===== src/rtl/serial_add_pkg.sv =====
// Shared types and defaults for the bit-serial adder sequencer.
package serial_add_pkg;

  typedef enum logic [1:0] {
    StIdle = 2'd0,
    StRun  = 2'd1,
    StDone = 2'd2
  } state_e;

  localparam int unsigned DefaultWidth = 8;

endpackage


===== src/rtl/full_adder.sv =====
// Single-bit full adder cell; the one datapath slice reused every cycle by serial_add_ctrl.
module full_adder (
  input  logic a,
  input  logic b,
  input  logic c,
  output logic sumf,
  output logic carryf
);

  assign sumf   = a ^ b ^ c;
  assign carryf = (a & b) | (c & (a ^ b));

endmodule


===== src/rtl/serial_add_ctrl.sv =====
// Bit-serial adder: one full_adder time-shared LSB-first over WIDTH cycles.
// Define SERIAL_ADD_SUB_EN to add a 'sub' input that turns the operation into op_a - op_b.
module serial_add_ctrl
  import serial_add_pkg::*;
#(
  parameter int unsigned WIDTH = DefaultWidth
) (
  input  logic             clk,
  input  logic             rst_n,
  input  logic             in_valid,
  output logic             in_ready,
  input  logic [WIDTH-1:0] op_a,
  input  logic [WIDTH-1:0] op_b,
  input  logic             cin,
`ifdef SERIAL_ADD_SUB_EN
  input  logic             sub,
`endif
  output logic             out_valid,
  input  logic             out_ready,
  output logic [WIDTH-1:0] sum,
  output logic             cout,
  output logic             busy
);

  localparam int unsigned CNT_W = (WIDTH > 1) ? $clog2(WIDTH) : 1;
  localparam logic [CNT_W-1:0] LastBit = CNT_W'(WIDTH - 1);

  state_e state_q, state_d;
  logic [WIDTH-1:0] a_sr_q, a_sr_d;
  logic [WIDTH-1:0] b_sr_q, b_sr_d;
  logic [WIDTH-1:0] s_sr_q, s_sr_d;
  logic             carry_q, carry_d;
  logic [CNT_W-1:0] cnt_q, cnt_d;

  logic             accept;
  logic             last_bit;
  logic             sumf, carryf;
  logic [WIDTH-1:0] b_load;
  logic             c_load;

  full_adder u_full_adder (
    .a      (a_sr_q[0]),
    .b      (b_sr_q[0]),
    .c      (carry_q),
    .sumf   (sumf),
    .carryf (carryf)
  );

  assign accept   = in_valid && in_ready;
  assign last_bit = (cnt_q == LastBit);

  // Subtraction is a + ~b + 1, so only the B and carry load values change.
`ifdef SERIAL_ADD_SUB_EN
  assign b_load = sub ? ~op_b : op_b;
  assign c_load = sub ? 1'b1 : cin;
`else
  assign b_load = op_b;
  assign c_load = cin;
`endif

  always_ff @(posedge clk or negedge rst_n) begin
    if (!rst_n) begin
      state_q <= StIdle;
    end else begin
      state_q <= state_d;
    end
  end

  always_comb begin
    state_d = state_q;
    unique case (state_q)
      StIdle:  if (accept) state_d = StRun;
      StRun:   if (last_bit) state_d = StDone;
      StDone:  if (out_ready) state_d = StIdle;
      default: state_d = StIdle;
    endcase
  end

  always_comb begin
    in_ready  = (state_q == StIdle);
    out_valid = (state_q == StDone);
    busy      = (state_q != StIdle);
  end

  always_comb begin
    a_sr_d  = a_sr_q;
    b_sr_d  = b_sr_q;
    s_sr_d  = s_sr_q;
    carry_d = carry_q;
    cnt_d   = cnt_q;
    if (state_q == StIdle && accept) begin
      a_sr_d  = op_a;
      b_sr_d  = b_load;
      carry_d = c_load;
      cnt_d   = '0;
    end else if (state_q == StRun) begin
      a_sr_d            = a_sr_q >> 1;
      b_sr_d            = b_sr_q >> 1;
      s_sr_d            = s_sr_q >> 1;
      s_sr_d[WIDTH-1]   = sumf;
      carry_d           = carryf;
      cnt_d             = cnt_q + CNT_W'(1);
    end
  end

  always_ff @(posedge clk or negedge rst_n) begin
    if (!rst_n) begin
      a_sr_q  <= '0;
      b_sr_q  <= '0;
      s_sr_q  <= '0;
      carry_q <= 1'b0;
      cnt_q   <= '0;
    end else begin
      a_sr_q  <= a_sr_d;
      b_sr_q  <= b_sr_d;
      s_sr_q  <= s_sr_d;
      carry_q <= carry_d;
      cnt_q   <= cnt_d;
    end
  end

  assign sum  = s_sr_q;
  assign cout = carry_q;

endmodule


===== config.mk =====
export PLATFORM = sky130hd
export DESIGN_NAME = serial_add_ctrl
export DESIGN_NICKNAME = d
export VERILOG_FILES = /design/src/rtl/serial_add_pkg.sv /design/src/rtl/full_adder.sv /design/src/rtl/serial_add_ctrl.sv
export SDC_FILE = /design/constraint.sdc
export NUM_CORES = 1
export LEC_CHECK = 0
export CAP_MARGIN = 25
export CELL_PAD_IN_SITES_DETAIL_PLACEMENT = 1
export CELL_PAD_IN_SITES_GLOBAL_PLACEMENT = 1
export CORE_MARGIN = 2
export CORE_UTILIZATION = 37
export CTS_CLUSTER_SIZE = 40
export DETAILED_ROUTE_END_ITERATION = 12
export PLACE_DENSITY_LB_ADDON = 0.12
export SLEW_MARGIN = 20
export SYNTH_ARGS = -nofsm -noshare
export SYNTH_HDL_FRONTEND = slang
export SYNTH_HIERARCHICAL = 1
export SYNTH_SLANG_ARGS = --single-unit

===== constraint.sdc =====
create_clock -name clk -period 1.3 [get_ports clk]
set_input_delay 0.26 -clock clk [delete_from_list [all_inputs] [get_ports clk]]
set_output_delay 0.26 -clock clk [all_outputs]
set_load 0.02 [all_outputs]

==> results.yml <==
status:
  outcome: "complete, but fails checks"
  violations: "negative setup slack"
clock_network:
  cts_tree: "built"
  path_clk_slew_ps: 70
  htreeDepth: 2
  clockRootBuffer: "clkbuf_8"
  clkSinkCount: 30
  clk_latency_ps: 290
  clockBufferDepth: 2
  cts_buffers: 5
drt:
  drt_iter0_markers: 42
  remaining_drc_errors: 0
  detail-route-antenna-nets: 0
  vias: 1289
  wire_per_inst_um: 18.9
  wirelength_um: 4590
  via_per_inst: 5.30
  dr.pass1.iters: 4
power_and_ir_drop:
  swShare_pct: 39.0
  powerDensity_nw_per_um2: 2360
  p_sw_mw: 2.04
  intPower_mw: 3.19
  ir_drop_uv: 1180
  p_seq_share_pct: 31.7
  pwr-share-clk_pct: 15.1
  power.leakage_nw: 1.03
  combPwrFrac_pct: 53.2
floorplanning:
  dieHeight_um: 65.6
  dieWidth_um: 65.6
  core_area_um2: 3660
  placementRows: 22
  start_util_pct: 38.3
  dieArea_um2: 4300
  boundaryPins: 33
place:
  place_area_um2: 1850
  io_buffers: 32
  dp_hpwl_um: 2560
  gp_congestion: 0.709
  pre_cts_slack_ps: -294
  numPlacedInstances: 221
timing:
  finalClockSkew_ps: 4.80
  hold_slack_ps: 344
  slew_violations: 0
  fin_crit_sh_pct: 111
  rsz0062_at_grt: "true"
  relSlewSlack_pct: 76.9
  finalSetupViolCount: 19
  tightest_slew_ps: 346
  period_needed_ps: 1450
  fin_ws_ps: -146
  finalHoldViolations: 0
  max_freq_mhz: 692
global_routing:
  grt_overflow_total: 0
  grt_pass1_vias: 1336
  grt_pass1_wl_um: 6800
  grt_max_degree: 31
  antenna_found_initial: 0
  grtUsageTotal_pct: 21.8
logic_synthesis:
  synth_warnings: 6
  netlist_top_cells_count: "nand2_1, dfrtp_1, inv_1"
  synthesis.area_um2: 1400
  yosysTopAreaCell: "dfrtp_1"
  synth_ff_type: "dfrtp_1"
  synth_edf_count: 0
  async_flop_share_pct: 100
  synth_top_area_share_pct: 53.5
  yosys-top-cells-area: "dfrtp_1, nand2_1, nand3b_1, a2bb2oi_1, o22a_1"
  synth_cell_types: 30
  ys_ff_latch: 30
  yosysMostFrequentCell: "nand2_1"
  synth_fp_nets: 159
  syn_inst: 135
  yosysSeqAreaShare_pct: 53.5
  avgSynthCellArea_um2: 10.4
layout:
  diodes: 0
  area_growth_pct: 58.0
  nets: 218
  finish.instance_area_um2: 2220
  drive_gt1_share_pct: 31.3
  final_cells: 243
worst_setup_path:
  crit_path_max_incr_delay_ps: 450
  startpoint: "state_q[1]"
  cp_top_family: "buffers and inverters"
  r2r_end: "b_sr_q[7]"
  critPathKind: "reg2reg"
  cpMostUsedCell: "buf_4"
  worst_ep_required_time_ps: 1470
  cp_num_buf_inv: 3
  r2r_cells: 5
  cp.arrival_ps: 1620
  startpoint_type: "flop"
  crit_path_cell_trace: "buf_4 -> buf_12 -> o21bai_2 -> buf_4 -> a32o_1"
  rrSetupSlack_ps: -150
  cp_max_fo: 14
  rr_startpoint: "state_q[1]"
  cp-end-kind: "flop"
  slowest_stage: "dfrtp_2"
worst_hold_path:
  min_path_type: "in2async"
flow_run:
  maxCapViolCount: 0
registers in the layout, indices dropped and copies added (netlist names):
register and cells:
a_sr_q 8, b_sr_q 8, sum 8, cnt_q 3, state_q 2, cout 1
worst register-to-register path, delay by kind of cell (launching register included):
kind	cells	cell delay (ps)
buffers and inverters	3	490
DFF	1	450
AOI/OAI and AO/OA	2	400
power by group through the flow:
stage               logic (mW)  registers (mW)  clock network [mW]
CTS                       2.49            1.64               0.806
finish                    2.79            1.66               0.791
floorplan                 1.19            1.76                   0
global route              3.01            1.72               0.844
detailed placement        2.17            1.67                   0
global placement          2.05            1.64                   0
logic make-up after synthesis:
logic type | count (synthesis) | share of synthesized area [%]
simple gates | 59 | 20.6
fa+ha+maj | 3 | 3.21
compound gates | 29 | 17.0
flops | 30 | 53.5
buf+inv | 14 | 5.62
cell usage in the layout, fill, tap and decap left out, drive strengths merged:
cell and count:
and2b 1, ha 2, dlygate4sd2 7, nor3 4, buf 29, o221a 1, nand2 31, clkbuf 7
a221o 2, a22oi 4, a2bb2oi 4, clkdlybuf4s15 3, inv 6, a32o 2, nor2 3, o21ai 3
clkinv 1, a21oi 1, clkdlybuf4s50 19, nor3b 4, o21bai 1, nor2b 3, fa 1, a211oi 4
bufbuf 1, a22o 3, o22a 4, nand2b 5, dfrtp 30, nand3b 5, nand3 4
layer usage:
metal | wire length [um] | vias up | part of all wire [%] | track usage [%]
li1 | - | 592 | - | -
met5 | 0 | - | 0 | 0
met4 | 42 | 0 | 0.91 | 7.29
met1 | 1790 | 656 | 39 | 24.5
met2 | 2580 | 37 | 56 | 39.2
met3 | 185 | 4 | 4.0 | 6.68
through the flow:
| step | setup TNS (ps) | total power [mW] | utilization, % |
|---|---|---|---|
| after floorplan | 0 | 2.95 | - |
| after global routing | -2690 | 5.58 | 60.5 |
| after global placement | -4340 | 3.69 | 50.4 |
| after CTS | -1170 | 4.94 | 57.8 |
| after detailed placement | -6280 | 3.83 | 50.4 |
| final | -1620 | 5.24 | 60.5 |
worst max-delay path by stage:
stage / to / slack [ps] / cells after the start
after detailed placement: sum[3] / -290 / 4
final: b_sr_q[7] / -150 / 5
after global placement: b_sr_q[5] / -220 / 4
after CTS: in_ready / -170 / 4
after global routing: b_sr_q[7] / -180 / 5
after floorplan: busy / 50 / 3
layout make-up:
class	instances	area, um2
fillers	400	1450
flip-flops and latches	30	752
multi-input cells	92	688
repair buffers	59	602
clock buffers	7	86.3
well taps	48	60.1
inverters	6	22.5
clock inverters	1	5.00
repair_timing:
action | 4_1_cts | 5_1_grt
endpoints found under the hold margin | 0 | 0
setup endpoints to repair | 40 | 34
hold buffers | 0 | 0
cloned | 1 | 1
gates resized for setup | 44 | 22
pin swaps | 7 | 7
buffers inserted | 8 | 4
Power figures use the tool's default switching activity.
